$ cat config.mk
export PLATFORM = sky130hd
export DESIGN_NAME = product_bcd_flat
export DESIGN_NICKNAME = d
export VERILOG_FILES = /design/src/rtl/product_bcd_if.sv /design/src/rtl/product_bcd.sv /design/src/flat_wrapper.sv
export SDC_FILE = /design/constraint.sdc
export NUM_CORES = 1
export LEC_CHECK = 0
export BUFFER_PORTS_ARGS = -buffer_cell sky130_fd_sc_hd__buf_2
export CAP_MARGIN = 30
export CORE_ASPECT_RATIO = 1.1
export CORE_MARGIN = 2
export CORE_UTILIZATION = 50
export CTS_CLUSTER_DIAMETER = 80
export DETAILED_ROUTE_END_ITERATION = 10
export PLACE_DENSITY_LB_ADDON = 0.15
export SYNTH_ARGS = -nofsm -noshare
export SYNTH_HDL_FRONTEND = slang
export SYNTH_SLANG_ARGS = --single-unit
$ cat constraint.sdc
create_clock -name Clk -period 2.8 [get_ports Clk]
set_input_delay 0.28 -clock Clk [delete_from_list [all_inputs] [get_ports Clk]]
set_output_delay 0.28 -clock Clk [all_outputs]
set_load 0.1 [all_outputs]
$ cat src/rtl/product_bcd_if.sv
// Handshake and result bundle for the product-to-BCD converter.
interface product_bcd_if;
    logic        Start;
    logic [15:0] Product_In;
    logic        Sign;
    logic [19:0] BCD;
    logic        Busy;
    logic        Done;

    modport master (output Start, output Product_In,
                    input Sign, input BCD, input Busy, input Done);
    modport slave  (input Start, input Product_In,
                    output Sign, output BCD, output Busy, output Done);
endinterface

$ cat src/rtl/product_bcd.sv
// Converts a 16-bit multiplier product to sign plus five BCD digits using
// a 16-step double-dabble; results are held until the next conversion completes.
module product_bcd #(
    parameter bit SIGNED_IN = 1'b1
) (
    input  logic         Clk,
    input  logic         Reset_n,
    product_bcd_if.slave bus
);

    typedef enum logic [1:0] {IDLE, CONVERT, DONE} state_t;

    state_t      state;
    logic [15:0] mag;
    logic [19:0] digits;
    logic        pend_sign;
    logic [4:0]  iter;

    logic        neg_in;
    logic [15:0] cap_mag;
    logic [19:0] adj;
    logic [19:0] digits_next;
    logic [15:0] mag_next;

    // 0x8000 negates to itself, which is the correct unsigned magnitude 32768.
    always_comb begin
        neg_in  = SIGNED_IN && bus.Product_In[15];
        cap_mag = neg_in ? (~bus.Product_In + 16'd1) : bus.Product_In;
    end

    always_comb begin
        adj = digits;
        for (int i = 0; i < 5; i++) begin
            adj[4*i +: 4] = (digits[4*i +: 4] >= 4'd5) ? (digits[4*i +: 4] + 4'd3)
                                                       : digits[4*i +: 4];
        end
        digits_next = {adj[18:0], mag[15]};
        mag_next    = {mag[14:0], 1'b0};
    end

    always_ff @(posedge Clk or negedge Reset_n) begin
        if (!Reset_n) begin
            state     <= IDLE;
            mag       <= '0;
            digits    <= '0;
            pend_sign <= 1'b0;
            iter      <= '0;
            bus.Sign  <= 1'b0;
            bus.BCD   <= '0;
            bus.Busy  <= 1'b0;
            bus.Done  <= 1'b0;
        end else begin
            case (state)
                IDLE: begin
                    bus.Done <= 1'b0;
                    if (bus.Start) begin
                        mag       <= cap_mag;
                        pend_sign <= neg_in;
                        digits    <= '0;
                        iter      <= '0;
                        bus.Busy  <= 1'b1;
                        state     <= CONVERT;
                    end
                end
                CONVERT: begin
                    digits <= digits_next;
                    mag    <= mag_next;
                    iter   <= iter + 5'd1;
                    // The sixteenth shift publishes straight from the next-state value.
                    if (iter == 5'd15) begin
                        bus.BCD  <= digits_next;
                        bus.Sign <= pend_sign;
                        bus.Done <= 1'b1;
                        state    <= DONE;
                    end
                end
                DONE: begin
                    bus.Done <= 1'b0;
                    bus.Busy <= 1'b0;
                    state    <= IDLE;
                end
                default: begin
                    bus.Done <= 1'b0;
                    bus.Busy <= 1'b0;
                    state    <= IDLE;
                end
            endcase
        end
    end

endmodule
$ cat src/flat_wrapper.sv
// flat-port wrapper written by rule: the top's interface ports become plain ports
module product_bcd_flat 
#(
    parameter bit SIGNED_IN = 1'b1
)
  (Clk, Reset_n, bus_Start, bus_Product_In, bus_Sign, bus_BCD, bus_Busy, bus_Done);
  product_bcd_if bus_i ();
  input  logic Clk;
  input  logic Reset_n;
  input wire logic [$bits(bus_i.Start)-1:0] bus_Start;
  input wire logic [$bits(bus_i.Product_In)-1:0] bus_Product_In;
  output wire logic [$bits(bus_i.Sign)-1:0] bus_Sign;
  output wire logic [$bits(bus_i.BCD)-1:0] bus_BCD;
  output wire logic [$bits(bus_i.Busy)-1:0] bus_Busy;
  output wire logic [$bits(bus_i.Done)-1:0] bus_Done;
  assign bus_i.Start = bus_Start;
  assign bus_i.Product_In = bus_Product_In;
  assign bus_Sign = bus_i.Sign;
  assign bus_BCD = bus_i.BCD;
  assign bus_Busy = bus_i.Busy;
  assign bus_Done = bus_i.Done;
  product_bcd #(.SIGNED_IN(SIGNED_IN)) u_core (.Clk(Clk), .Reset_n(Reset_n), .bus(bus_i));
endmodule
==> metrics.yaml <==
worst_setup_path:
  critical_path.endpoint: "u_core.mag[15]"
  crit-reg2reg-capture: "u_core.mag[15]"
  cp-start-kind: "flop"
  critical_path_peak_fanout: 13
  regToRegStartpoint: "u_core.state[1]"
  worst-r2r-setup-slack_ns: 1.00
  worstSetupEndpointType: "flop"
  cp-startpoint: "u_core.state[1]"
  critical-path-slowest-cell: "sky130_fd_sc_hd__or3b_2"
  critical_path_required_ns: 3.05
  critical_path_cell_count: 4
  crit_family: "simple AND/OR/NAND/NOR gates"
  r2r.worst_path.cells: 4
  timing.critical_path.arrival_ns: 2.05
  worst_path_largest_cell_delay_ns: 0.65
  cp.buffers_inverters: 0
  critical_path_class: "reg2reg"
  timing.critical_path.cells: "or3b_2, nor3b_1, a32oi_1, o21ai_0"
clocking:
  clock_tree.root_cell: "sky130_fd_sc_hd__clkbuf_8"
  holdBufCountCts: 0
  cts_buffers: 9
  clock_latency_ns: 0.33
  cts_htree_levels: 3
  cts.clk_slew.worst_paths_ns: 0.07
  cts.sinks: 67
  post_cts_resize_count: 0
  tritoncts: "built"
  clock_tree.buffer_depth: 2
  post_cts_buffers: 0
synth:
  synth-seq-area-share: 0.485
  synthDistinctLibCells: 41
  ys_ff_latch: 67
  synth.top_cells.by_count: "67 x sky130_fd_sc_hd__dfrtp_1, 59 x sky130_fd_sc_hd__o21ai_0, 38 x sky130_fd_sc_hd__nand2_1"
  synth.top_cells.by_area: "sky130_fd_sc_hd__dfrtp_1 49%, sky130_fd_sc_hd__o21ai_0 8.5%, sky130_fd_sc_hd__ha_1 4.7%"
  syn-cell-area_um2: 3460
  synth.net_count: 386
  synth.mux.area_fraction: 0.0286
  synthMostInstantiatedCell: "sky130_fd_sc_hd__dfrtp_1"
  synth_top_family_by_area: "compound AO/OA/AOI/OAI gates"
  synth-async-reset-ratio: 1.00
  synth_area_per_cell_um2: 9.76
  synth_ff_type: "sky130_fd_sc_hd__dfrtp_1"
  synth-adder-area-share: 0.0471
  synth_compound_gate_area_share: 0.183
  netlist.area_leader.share: 0.485
  synth-simple-area-share: 0.159
  synth-edff-count: 0
  synthCells: 354
  xor_and_xnor_area_share_after_synthesis: 0.0431
  total_number_of_yosys_warnings: 0
  yosysTopAreaCell: "sky130_fd_sc_hd__dfrtp_1"
sta:
  layout_worst_path_cycle_share: 0.642
  timing.final.crit_period_ns: 1.80
  worst_slew_pin_slew_ns: 0.819
  slew_viol_final: 0
  fmax_mhz: 556
  totalNegativeSetupSlack_ns: 0
  worst_clock_skew_on_the_final_layout_ns: 0.00610
  setup_repair_after_global_routing_missed_its_margin: "false"
  max_slew_margin: 0.454
  report.final.hold_viol_count: 0
  number_of_failing_setup_endpoints_in_the_final_timing_report: 0
outcome:
  status: "completed"
final_layout:
  layout.nets: 425
  final_layout_size_suffix_gt1_frac: 0.199
  seqCellArea_um2: 1680
  final_util: 0.582
  multi_input_area_um2: 1590
  synth_to_layout_area_growth_pct: 11.7
  fillers: 608
  antenna_cells: 0
drt:
  routed_wl_um: 6100
  drt_pre_antenna_iters: 4
  wirelength_met1_um: 2900
  num_vias: 2556
  detailroute.wirelength.met2_um: 2950
  drt-vias-per-instance: 5.35
  routed_wire_length_per_instance_um: 12.8
  drc: 0
  ant_nets: 0
  top_signal_layer_used: "met4"
  wl_met3_um: 176
  drt_first_iter_violations: 104
grt:
  grt_remaining_overflow: 0
  grt_util_all_layers: 0.174
  grt_pass1_wl_um: 10900
  antenna_found_initial: 0
  grt_max_degree: 68
  first_global_vias: 2469
placement:
  hpwlAfterDp_um: 4190
  port_buffer_count: 41
  gp_routability_congestion: 0.771
die:
  die_height_um: 91.2
  floorplan.die.width_um: 83.3
  initial_core_util: 0.521
  floorplan.die_area_um2: 7590
  std_cell_rows: 31
  pin_count: 42
  core_um2: 6630
hold_path:
  worst_hold_path_type: "in2async"
job:
  cap_viol_max_count: 0
cells in the final DEF (no fill, tap or decap), drive strengths merged, types with 2 or more instances in the layout:
| cell type | synthesis | final |
|---|---|---|
| or2 | 2 | 2 |
| mux2i | 2 | 2 |
| o21ai | 64 | 64 |
| a221oi | 2 | 2 |
| nand2 | 38 | 38 |
| mux2 | 7 | 7 |
| nor3 | 6 | 6 |
| or4 | 2 | 2 |
| clkbuf | 15 | 11 |
| nand3 | 21 | 21 |
| clkinv | 0 | 3 |
| nor3b | 13 | 13 |
| dfrtp | 67 | 67 |
| a22oi | 11 | 11 |
| o31ai | 5 | 5 |
| nand2b | 7 | 7 |
| xor2 | 11 | 11 |
| buf | 5 | 48 |
| nor2 | 8 | 8 |
| xnor2 | 6 | 6 |
| inv | 17 | 17 |
| ha | 13 | 13 |
| nor2b | 3 | 3 |
| a21oi | 13 | 13 |
| o41ai | 5 | 5 |
layer usage:
layer	up-vias	GRT usage
li1	1331	-
met1	1174	0.220
met2	44	0.296
met3	7	0.0336
met4	0	0.0656
met5	-	0
flip-flops by register name, summed over array words and instances, names as in the netlist:
signal and flops:
u_core.state 2, u_core.mag 16, u_core.bus.Busy 1, u_core.bus.Sign 1
u_core.pend_sign 1, u_core.bus.BCD 20, u_core.digits 20, u_core.iter 5
u_core.bus.Done 1
cells by family (layout without fill, tap and decap cells):
group	Yosys count	after routing
AOI/OAI and AO/OA	104	104
xor gates and xnor gates	17	17
adders and majority gates	13	13
buffers and inverters	37	79
DFF	67	67
muxes	9	9
and+or+nand+nor	107	107
worst min path at each step:
stage	depth (start not counted)	from	end	slack, ns
after floorplan	0	Reset_n	u_core.bus.BCD[0]	-0.02
after global placement	2	u_core.bus.BCD[15]	u_core.bus.BCD[15]	0.45
after detailed placement	2	u_core.bus.BCD[10]	u_core.bus.BCD[10]	0.46
after CTS	2	Reset_n	u_core.bus.BCD[3]	0.16
after global routing	2	Reset_n	u_core.bus.BCD[7]	0.23
final	2	Reset_n	u_core.bus.BCD[7]	0.12
worst register-to-register path, stage by stage (launching register included):
cell	delay (ns)
sky130_fd_sc_hd__dfrtp_1	0.49
sky130_fd_sc_hd__or3b_2	0.65
sky130_fd_sc_hd__nor3b_1	0.30
sky130_fd_sc_hd__a32oi_1	0.13
sky130_fd_sc_hd__o21ai_0	0.14
per-stage QoR:
stage	cell area (µm²)	std cells	setup slack (ns)	hold WS [ns]
floorplan	3460	354	1.00	-0.0156
global placement	3690	464	0.829	0.455
detailed placement	3690	464	0.788	0.465
CTS	3860	478	0.980	0.164
global route	3860	478	0.884	0.229
finish	3860	478	1.00	0.123
area by class of cell:
type / count / share of cell area
clock buffer: 11 / 0.0392
clock inverter: 3 / 0.00389
inverter: 17 / 0.0165
multi-input combinational: 250 / 0.413
sequential: 67 / 0.434
tap: 82 / 0.0266
timing repair buffer: 48 / 0.0668
Power is left out: the tool's default activity adds up to more than one toggle a clock period on the data nets, which glitch-free logic cannot reach.
